File: src/rtl/cntr_csr_pkg.sv
// Shared types and constants for the Zicntr CSR read front end and its cntrs port.
// Holds the CSR decode helper used at request accept time.
package cntr_csr_pkg;

  typedef logic [31:0] word_t;
  typedef logic [1:0]  cntr_t;

  localparam cntr_t CNTR_CYCLE   = 2'b00;
  localparam cntr_t CNTR_TIME    = 2'b01;
  localparam cntr_t CNTR_INSTRET = 2'b10;

  localparam logic [11:0] CSR_CYCLE    = 12'hC00;
  localparam logic [11:0] CSR_TIME     = 12'hC01;
  localparam logic [11:0] CSR_INSTRET  = 12'hC02;
  localparam logic [11:0] CSR_CYCLEH   = 12'hC80;
  localparam logic [11:0] CSR_TIMEH    = 12'hC81;
  localparam logic [11:0] CSR_INSTRETH = 12'hC82;

  typedef enum logic [1:0] {
    ST_IDLE   = 2'd0,
    ST_ACCESS = 2'd1,
    ST_RESP   = 2'd2
  } state_t;

  typedef struct packed {
    logic legal;
    logic idx;
    logic half;
  } dec_t;

  // time aliases cycle: bit 1 picks instret, bit 7 picks the high word
  function automatic dec_t csr_decode(input logic [11:0] csr, input logic wr);
    dec_t d;
    d.idx  = csr[1];
    d.half = csr[7];
    case (csr)
      CSR_CYCLE, CSR_TIME, CSR_INSTRET,
      CSR_CYCLEH, CSR_TIMEH, CSR_INSTRETH: d.legal = !wr;
      default:                             d.legal = 1'b0;
    endcase
    return d;
  endfunction

  function automatic cntr_t idx_addr(input logic idx);
    return idx ? CNTR_INSTRET : CNTR_CYCLE;
  endfunction

endpackage

File: src/rtl/cntr_csr_hi_track.sv
// Per-counter high-word tracker: counts low-word wraps of a 32-bit hardware counter.
// Only instantiated when CNTR_HI_EN is defined.
module cntr_hi_track
  import cntr_csr_pkg::*;
(
  input  logic  clk,
  input  logic  rst,
  input  logic  sample_en,
  input  word_t sample,
  output word_t hi,
  output logic  wrap
);

  word_t lo_prev;

  // A counter moves at most a few counts between samples, so a decrease is exactly one wrap
  assign wrap = sample_en && (sample < lo_prev);

  always_ff @(posedge clk or posedge rst) begin
    if (rst) begin
      lo_prev <= '0;
      hi      <= '0;
    end else if (sample_en) begin
      lo_prev <= sample;
      hi      <= hi + {31'b0, wrap};
    end
  end

endmodule

File: src/rtl/cntr_csr.sv
// Zicntr CSR read front end: decodes cycle/time/instret(h) reads, fixed two-cycle response.
// Define CNTR_HI_EN to extend the 32-bit counters to 64 bits by snooping for wraps.
module cntr_csr
  import cntr_csr_pkg::*;
(
  input  logic        clk,
  input  logic        rst,
  input  logic        req_valid,
  output logic        req_ready,
  input  logic [11:0] req_csr,
  input  logic        req_wr,
  output logic        resp_valid,
  output word_t       resp_data,
  output logic        resp_illegal,
  output cntr_t       cntr_addr,
  input  word_t       cntr_data
);

  state_t state;
  state_t state_nxt;
  dec_t   dec_q;
  word_t  hi_read;
  cntr_t  snoop_addr;

  always_ff @(posedge clk or posedge rst) begin
    if (rst) state <= ST_IDLE;
    else     state <= state_nxt;
  end

  // Illegal requests never address a counter; the bus keeps snooping instead
  always_comb begin
    state_nxt = state;
    req_ready = 1'b0;
    cntr_addr = snoop_addr;
    case (state)
      ST_IDLE: begin
        req_ready = 1'b1;
        if (req_valid) state_nxt = ST_ACCESS;
      end
      ST_ACCESS: begin
        state_nxt = ST_RESP;
        if (dec_q.legal) cntr_addr = idx_addr(dec_q.idx);
      end
      ST_RESP: state_nxt = ST_IDLE;
      default: state_nxt = ST_IDLE;
    endcase
  end

  assign resp_valid = (state == ST_RESP);

  always_ff @(posedge clk or posedge rst) begin
    if (rst)                               dec_q <= '0;
    else if (state == ST_IDLE && req_valid) dec_q <= csr_decode(req_csr, req_wr);
  end

  always_ff @(posedge clk or posedge rst) begin
    if (rst) begin
      resp_data    <= '0;
      resp_illegal <= 1'b0;
    end else if (state == ST_ACCESS) begin
      resp_illegal <= !dec_q.legal;
      if (!dec_q.legal)    resp_data <= '0;
      else if (dec_q.half) resp_data <= hi_read;
      else                 resp_data <= cntr_data;
    end
  end

`ifdef CNTR_HI_EN
  logic       snoop_sel;
  word_t      hi_q [2];
  logic [1:0] wrap;

  // Alternate counters while not accessing so each is re-sampled within three cycles
  always_ff @(posedge clk or posedge rst) begin
    if (rst)                     snoop_sel <= 1'b0;
    else if (state != ST_ACCESS) snoop_sel <= ~snoop_sel;
  end

  assign snoop_addr = snoop_sel ? CNTR_INSTRET : CNTR_CYCLE;

  for (genvar g = 0; g < 2; g++) begin : g_track
    cntr_hi_track u_track (
      .clk       (clk),
      .rst       (rst),
      .sample_en (cntr_addr[1] == 1'(g)),
      .sample    (cntr_data),
      .hi        (hi_q[g]),
      .wrap      (wrap[g])
    );
  end

  // Fold in a wrap seen by this very sample so the high word is never stale
  assign hi_read = hi_q[dec_q.idx] + {31'b0, wrap[dec_q.idx]};
`else
  assign snoop_addr = CNTR_CYCLE;
  assign hi_read    = '0;
`endif

endmodule

File: config.mk
export PLATFORM = sky130hd
export DESIGN_NAME = cntr_csr
export DESIGN_NICKNAME = d
export VERILOG_FILES = /design/src/rtl/cntr_csr_pkg.sv /design/src/rtl/cntr_csr_hi_track.sv /design/src/rtl/cntr_csr.sv
export SDC_FILE = /design/constraint.sdc
export NUM_CORES = 1
export LEC_CHECK = 0
export ABC_CLOCK_PERIOD_IN_PS = 1500
export CAP_MARGIN = 20
export CORE_AREA = 2 2 75 59
export DETAILED_ROUTE_END_ITERATION = 12
export DIE_AREA = 0 0 77 61
export PLACE_DENSITY = 0.83
export SYNTH_ARGS = -nofsm -noshare
export SYNTH_HDL_FRONTEND = slang
export SYNTH_SLANG_ARGS = --single-unit
File: constraint.sdc
create_clock -name clk -period 1.5 [get_ports clk]
set_clock_uncertainty 0.1 [all_clocks]
set_input_delay 0.375 -clock clk [delete_from_list [all_inputs] [get_ports clk]]
set_output_delay 0.375 -clock clk [all_outputs]
set_load 0.02 [all_outputs]
==> After elaboration in Yosys (flattened, before gate mapping) <==
Index checks and enable logic that the tools add are counted.
{ "op_classes": {"muxes": 9, "n_reduce_logical": 5, "n_eq_ne": 9} }
{ "ops": {"columns": ["operator", "n"], "rows": [
  ["equality test 12 bit, second input constant", 6],
  ["2-to-1 mux 32 bit", 2],
  ["2-to-1 mux 2 bit", 4],
  ["OR reduction 6 bit", 1],
  ["one-hot mux 2 bit (2 select lines)", 1],
  ["equality test 2 x 1 -> 1 bit, second input constant", 1],
  ["equality test 2 bit, second input constant", 1],
  ["logical NOT 1 bit", 2],
  ["logical NOT 2 bit", 1],
  ["2-to-1 mux 1 bit", 2],
  ["!= test 2 bit, second input constant", 1],
  ["logical AND 1 bit", 1]
]} }
{ "totals": {"register_bits": 38, "out_inout_bits": 37, "inputBits": 48, "word_cells": 29} }

==> Logic depth before layout (Yosys ltp) <==
{ "logic_depth": {"word_depth": 3, "ltp_mapped": 5, "depth_no_buf": 4} }

==> Worst setup path before layout <==
Ideal clock, no wire load.
{ "synth_timing": {"kind": "reg2out", "startpoint": "register state[1]", "endpoint": "output port cntr_addr[1]", "slack_ps": 34, "stages_incl_launch_ff": 5, "path_buffers": 1, "t_required_ps": 1025, "t_arrival_ps": 991, "path_cell_list": "dfrtp_1 -> nand2b_1 -> buf_6 -> inv_1 -> and3_1"} }
{ "synth_between": {"elab_chain_len": 2} }
{ "synth_lines": {"columns": ["item", "line", "source"], "rows": [
  ["from (decl)", "cntr_csr.sv:19", "state_t state;"],
  ["from (signal assigned)", "cntr_csr.sv:27", "else state <= state_nxt;"],
  ["equality test 2 x 1 -> 1 bit", "cntr_csr.sv:35", "case (state)"],
  ["2-to-1 mux 2 bit", "cntr_csr.sv:35", null],
  ["to (decl)", "cntr_csr.sv:15", "output cntr_t cntr_addr,"]
]} }
Every way passes these cells.

==> Worst setup path after layout <==
{ "layout_timing": {"startpoint": "register state[1]", "endpoint": "output port resp_valid"} }
{ "layout_between": {"elab_chain_len": 1} }
{ "layout_lines": {"columns": ["item", "line", "source"], "rows": [
  ["equality test 2 bit", "cntr_csr.sv:49", "assign resp_valid = (state == ST_RESP);"],
  ["to (decl)", "cntr_csr.sv:12", "output logic resp_valid,"]
]} }
Every way passes these cells.

==> impl_metrics.py <==
metrics = {
    "outcome": {
        "outcome": "finished with violations",
        "violations": "negative setup slack",
    },
    "critical_path": {
        "path_class": "register to output pin",
        "cp.arrival_ns": 1.20,
        "worstPathMaxFanout": 3,
        "crit_required_ns": 1.02,
        "endpoint_kind": "output pin",
        "worst_r2r_startpoint": "state[1]",
        "startpoint": "state[1]",
        "critPathLaunchType": "register",
    },
    "die": {
        "io-pin-count": 85,
        "die_y_um": 61,
        "dieArea_um2": 4697,
        "rows": 20,
        "coreArea_um2": 3954,
        "die_w_um": 77,
        "initial_utilization_pct": 36.20,
    },
    "hold_path": {
        "worst_hold_path_type": "input pin to asynchronous set/reset pin",
    },
    "synth": {
        "avgSynthCellArea_um2": 14.46,
        "synthAdderAreaFrac_pct": 0,
        "yosysTopAreaCellShare_pct": 66.43,
        "yosys_warnings": 0,
        "synth_top_cell_by_area": "dfrtp_1",
        "syn_area_um2": 1431,
        "ys_seq_elements": 38,
        "synthCells": 99,
        "synth_cell_types": 20,
        "syn_nets": 147,
        "synth_compound_area_share_pct": 20.98,
        "synth-simple-area-share_pct": 5.245,
        "synth.area.top_cells": "dfrtp_1 (66%), a22o_1 (20%), buf_6 (3.1%)",
        "synth_top_family_by_area": "compound AO/OA/AOI/OAI gates",
        "synth_xor_xnor_area_share_pct": 0,
        "yosysSeqAreaShare_pct": 66.43,
        "synth_mux_area_share_pct": 1.573,
    },
    "final_layout": {
        "syn_to_final_growth_pct": 75.00,
        "mostFrequentLayoutCells": "clkdlybuf4s50_1 (47), dfrtp_1 (38), a22o_1 (32)",
        "drive_gt1_share_pct": 15.71,
        "nNetsFinal": 238,
        "antenna_cells": 0,
        "fin_cells": 246,
        "final_common_cell": "clkdlybuf4s50_1",
    },
    "timing": {
        "rsz0062_at_grt": "yes",
        "drv_slew": 0,
        "min_period_over_period_pct": 111.7,
        "post-route-min-period_ns": 1.675,
        "setup_violations": 38,
        "layout_setup_ws_ns": -0.1751,
        "timing.fmax_mhz": 597.0,
        "final_hold_viol_count": 0,
    },
    "global_routing": {
        "grt_start_max_net_pins": 34,
        "grt_util_all_layers_pct": 17.01,
        "grt_pass1_vias": 1205,
        "grt_first_pass_wirelength_um": 5837,
        "grt_overflow": 0,
        "antenna_found_initial": 0,
    },
    "placed_design": {
        "dp.cells": 237,
        "place.gp.congestion": 0.6722,
        "place_hpwl_um": 2666,
        "io_buffers": 83,
    },
    "drt": {
        "wl_per_cell_um": 14.98,
        "vias_per_cell": 4.813,
        "drc": 0,
        "ant_nets": 0,
        "dr.pass1.iters": 4,
        "dr.first_iter.drc_count": 21,
        "finalWirelength_um": 3685,
        "vias": 1184,
    },
    "power_and_ir_drop": {
        "p_per_area_nw_per_um2": 967.0,
        "total_power_uw": 2422,
        "p_leak_uw": 0.001205,
        "ir_drop_mv": 0.4808,
    },
    "clock_tree": {
        "cts_tree": "built",
        "cts_hold_buf": 0,
        "path_clk_slew_ns": 0.08,
        "cts_root_buf": "clkbuf_8",
        "htree_levels": 2,
        "clockBufferDepth": 2,
        "clock_latency_ns": 0.29,
        "cts_num_sinks": 38,
        "cts_buffers": 5,
    },
    "flow_run": {
        "maxCapViolCount": 0,
    },
}
==> final cells by class <==
| type | count | area, um2 |
|---|---|---|
| fill | 330 | 1449 |
| sequential | 38 | 950.9 |
| timing repair buffer | 93 | 904.6 |
| multi-input combinational | 49 | 426.7 |
| clock buffer | 6 | 82.58 |
| tap | 55 | 68.82 |
| clock inverter | 2 | 60.06 |
| inverter | 3 | 11.26 |
==> Yosys cell counts <==
cell type,n
a211oi_1,1
inv_1,3
a22o_1,32
nor2b_1,1
dfrtp_1,38
a21oi_1,1
conb_1,1
clkbuf_1,4
or3b_1,1
nand2b_1,1
buf_6,4
nor2_1,3
buf_4,1
nand4_1,1
or4_1,1
and3_1,1
nor3b_4,1
mux2_2,2
nand2_1,1
o31ai_1,1
==> metrics by stage <==
step	hold slack, ns	setup TNS [ns]	utilization (%)	instance area (um2)	setup slack (ns)
5_1_grt	0.3400	-5.410	63.35	2505	-0.2175
3_3_place_gp	0.3871	-1.569	58.96	2331	-0.2972
2_1_floorplan	0.3537	0	-	1431	0.03411
3_5_place_dp	0.3960	-3.291	58.96	2331	-0.3026
4_1_cts	0.3094	-2.162	62.50	2471	-0.1744
6_report	0.3107	-2.422	63.35	2505	-0.1751
==> worst paths after layout <==
path | cells past startpoint | to | slack, ns
worst max-delay path | 4 | resp_valid | -0.18
worst min-delay path | 3 | resp_data[21] | 0.31
worst max register to register | 4 | dec_q[1] | -0.12
worst min register to register | 1 | resp_data[26] | 0.40
max in group asynchronous | 3 | resp_data[28] | 0.75
min in group clk | 1 | resp_data[26] | 0.40
==> cells by family (layout without fill, tap and decap cells) <==
kind of cell	after synthesis	count (layout)
simple gates	11	11
other cells	1	1
mux	2	2
compound gates	35	35
buf+inv	12	104
flops	38	38
==> state kept, by name (all words and copies together) (netlist names) <==
signal        cells
resp_data        32
dec_q             3
state             2
resp_illegal      1
==> report_power, final <==
part | switching [uW] | internal, uW
combinational | 125 | 178
clock | 343 | 709
sequential | 21.4 | 1050
total | 490 | 1930
==> per-layer routing <==
metal  GRT usage, %  wire [um]
met3          5.208        243
met4          9.184         75
met5              0          0
met1          20.42       1606
met2          28.45       1760
==> timing repair <==
action                                  CTS  global route
cloned                                    0             0
pin swaps                                 0             1
setup buffers                             0             1
gates resized for setup                  61            24
endpoints found under the setup margin   68            60
==> worst max-delay path, cell delays in order (launching register included) <==
cell and delay, ns:
dfrtp_1 0.39, buf_4 0.14, buf_6 0.11, nor2b_1 0.12, buf_4 0.15
No activity file was read; power rests on OpenSTA's default activity.
==> RTL change: new RTL, same flow settings <==
Build with the macro `CNTR_HI_EN` defined.
--- a/src/rtl/cntr_csr.sv
+++ b/src/rtl/cntr_csr.sv
@@ -1,5 +1,7 @@
 // Zicntr CSR read front end: decodes cycle/time/instret(h) reads, fixed two-cycle response.
 // Define CNTR_HI_EN to extend the 32-bit counters to 64 bits by snooping for wraps.
+`define CNTR_HI_EN
+
 module cntr_csr
   import cntr_csr_pkg::*;
 (
Behaviour: not the same (a bounded check fails within 4 cycles, from zero or initial values and one cycle with rst high).
==> RTL change against the original RTL <==
The run now fails in global placement without I/O (3_1_place_gp_skip_io). Synthesized area grew to 6.7 times the old value.
==> RTL change: results <==
synth:
  synthTopCellsByArea: "dfrtp_1 43%, ha_1 8.8%, o21ai_0 5.6%"
  avgSynthCellArea_um2: 9.40
  synth_ff_type: "dfrtp_1"
  synth.ff_latch_count: 167
  synthTopCellsByCount: "167 x dfrtp_1, 141 x nand2_1, 108 x o21ai_0"
  syn_nets: 1141
  async_reset_ff_share_pct: 100
  seq_area_frac_synth_pct: 43.4
  ys_warn_count: 0
  ys_types: 59
  syn_area_mm2: 0.00964
status:
  error_line: "[ERROR GPL-0301] Utilization 275.689 % exceeds 100%."
  outcome: "stopped before the end"
  lastStage: "global placement without I/O (3_1_place_gp_skip_io)"
## RTL change: changes by cell type after synthesis, moves of 32 or more
cell,delta
dfrtp_1,+129
o21ai_0,+108
xnor2_1,+58
a22o_1,-32
nand2_1,+140
nand4_1,+34
ha_1,+68
inv_1,+74
xor2_1,+35
mux2i_1,+32
nand3_1,+44
nor2_1,+40
## RTL change: cells by family after synthesis
logic type	synth area share (%)
AND/OR/NAND/NOR	17.4
AO/OA/AOI/OAI	12.1
flip-flops	43.4
buffers and inverters	5.54
XOR/XNOR	8.45
other	0.0389
multiplexers	4.26
adder cells (fa/ha/maj)	8.83
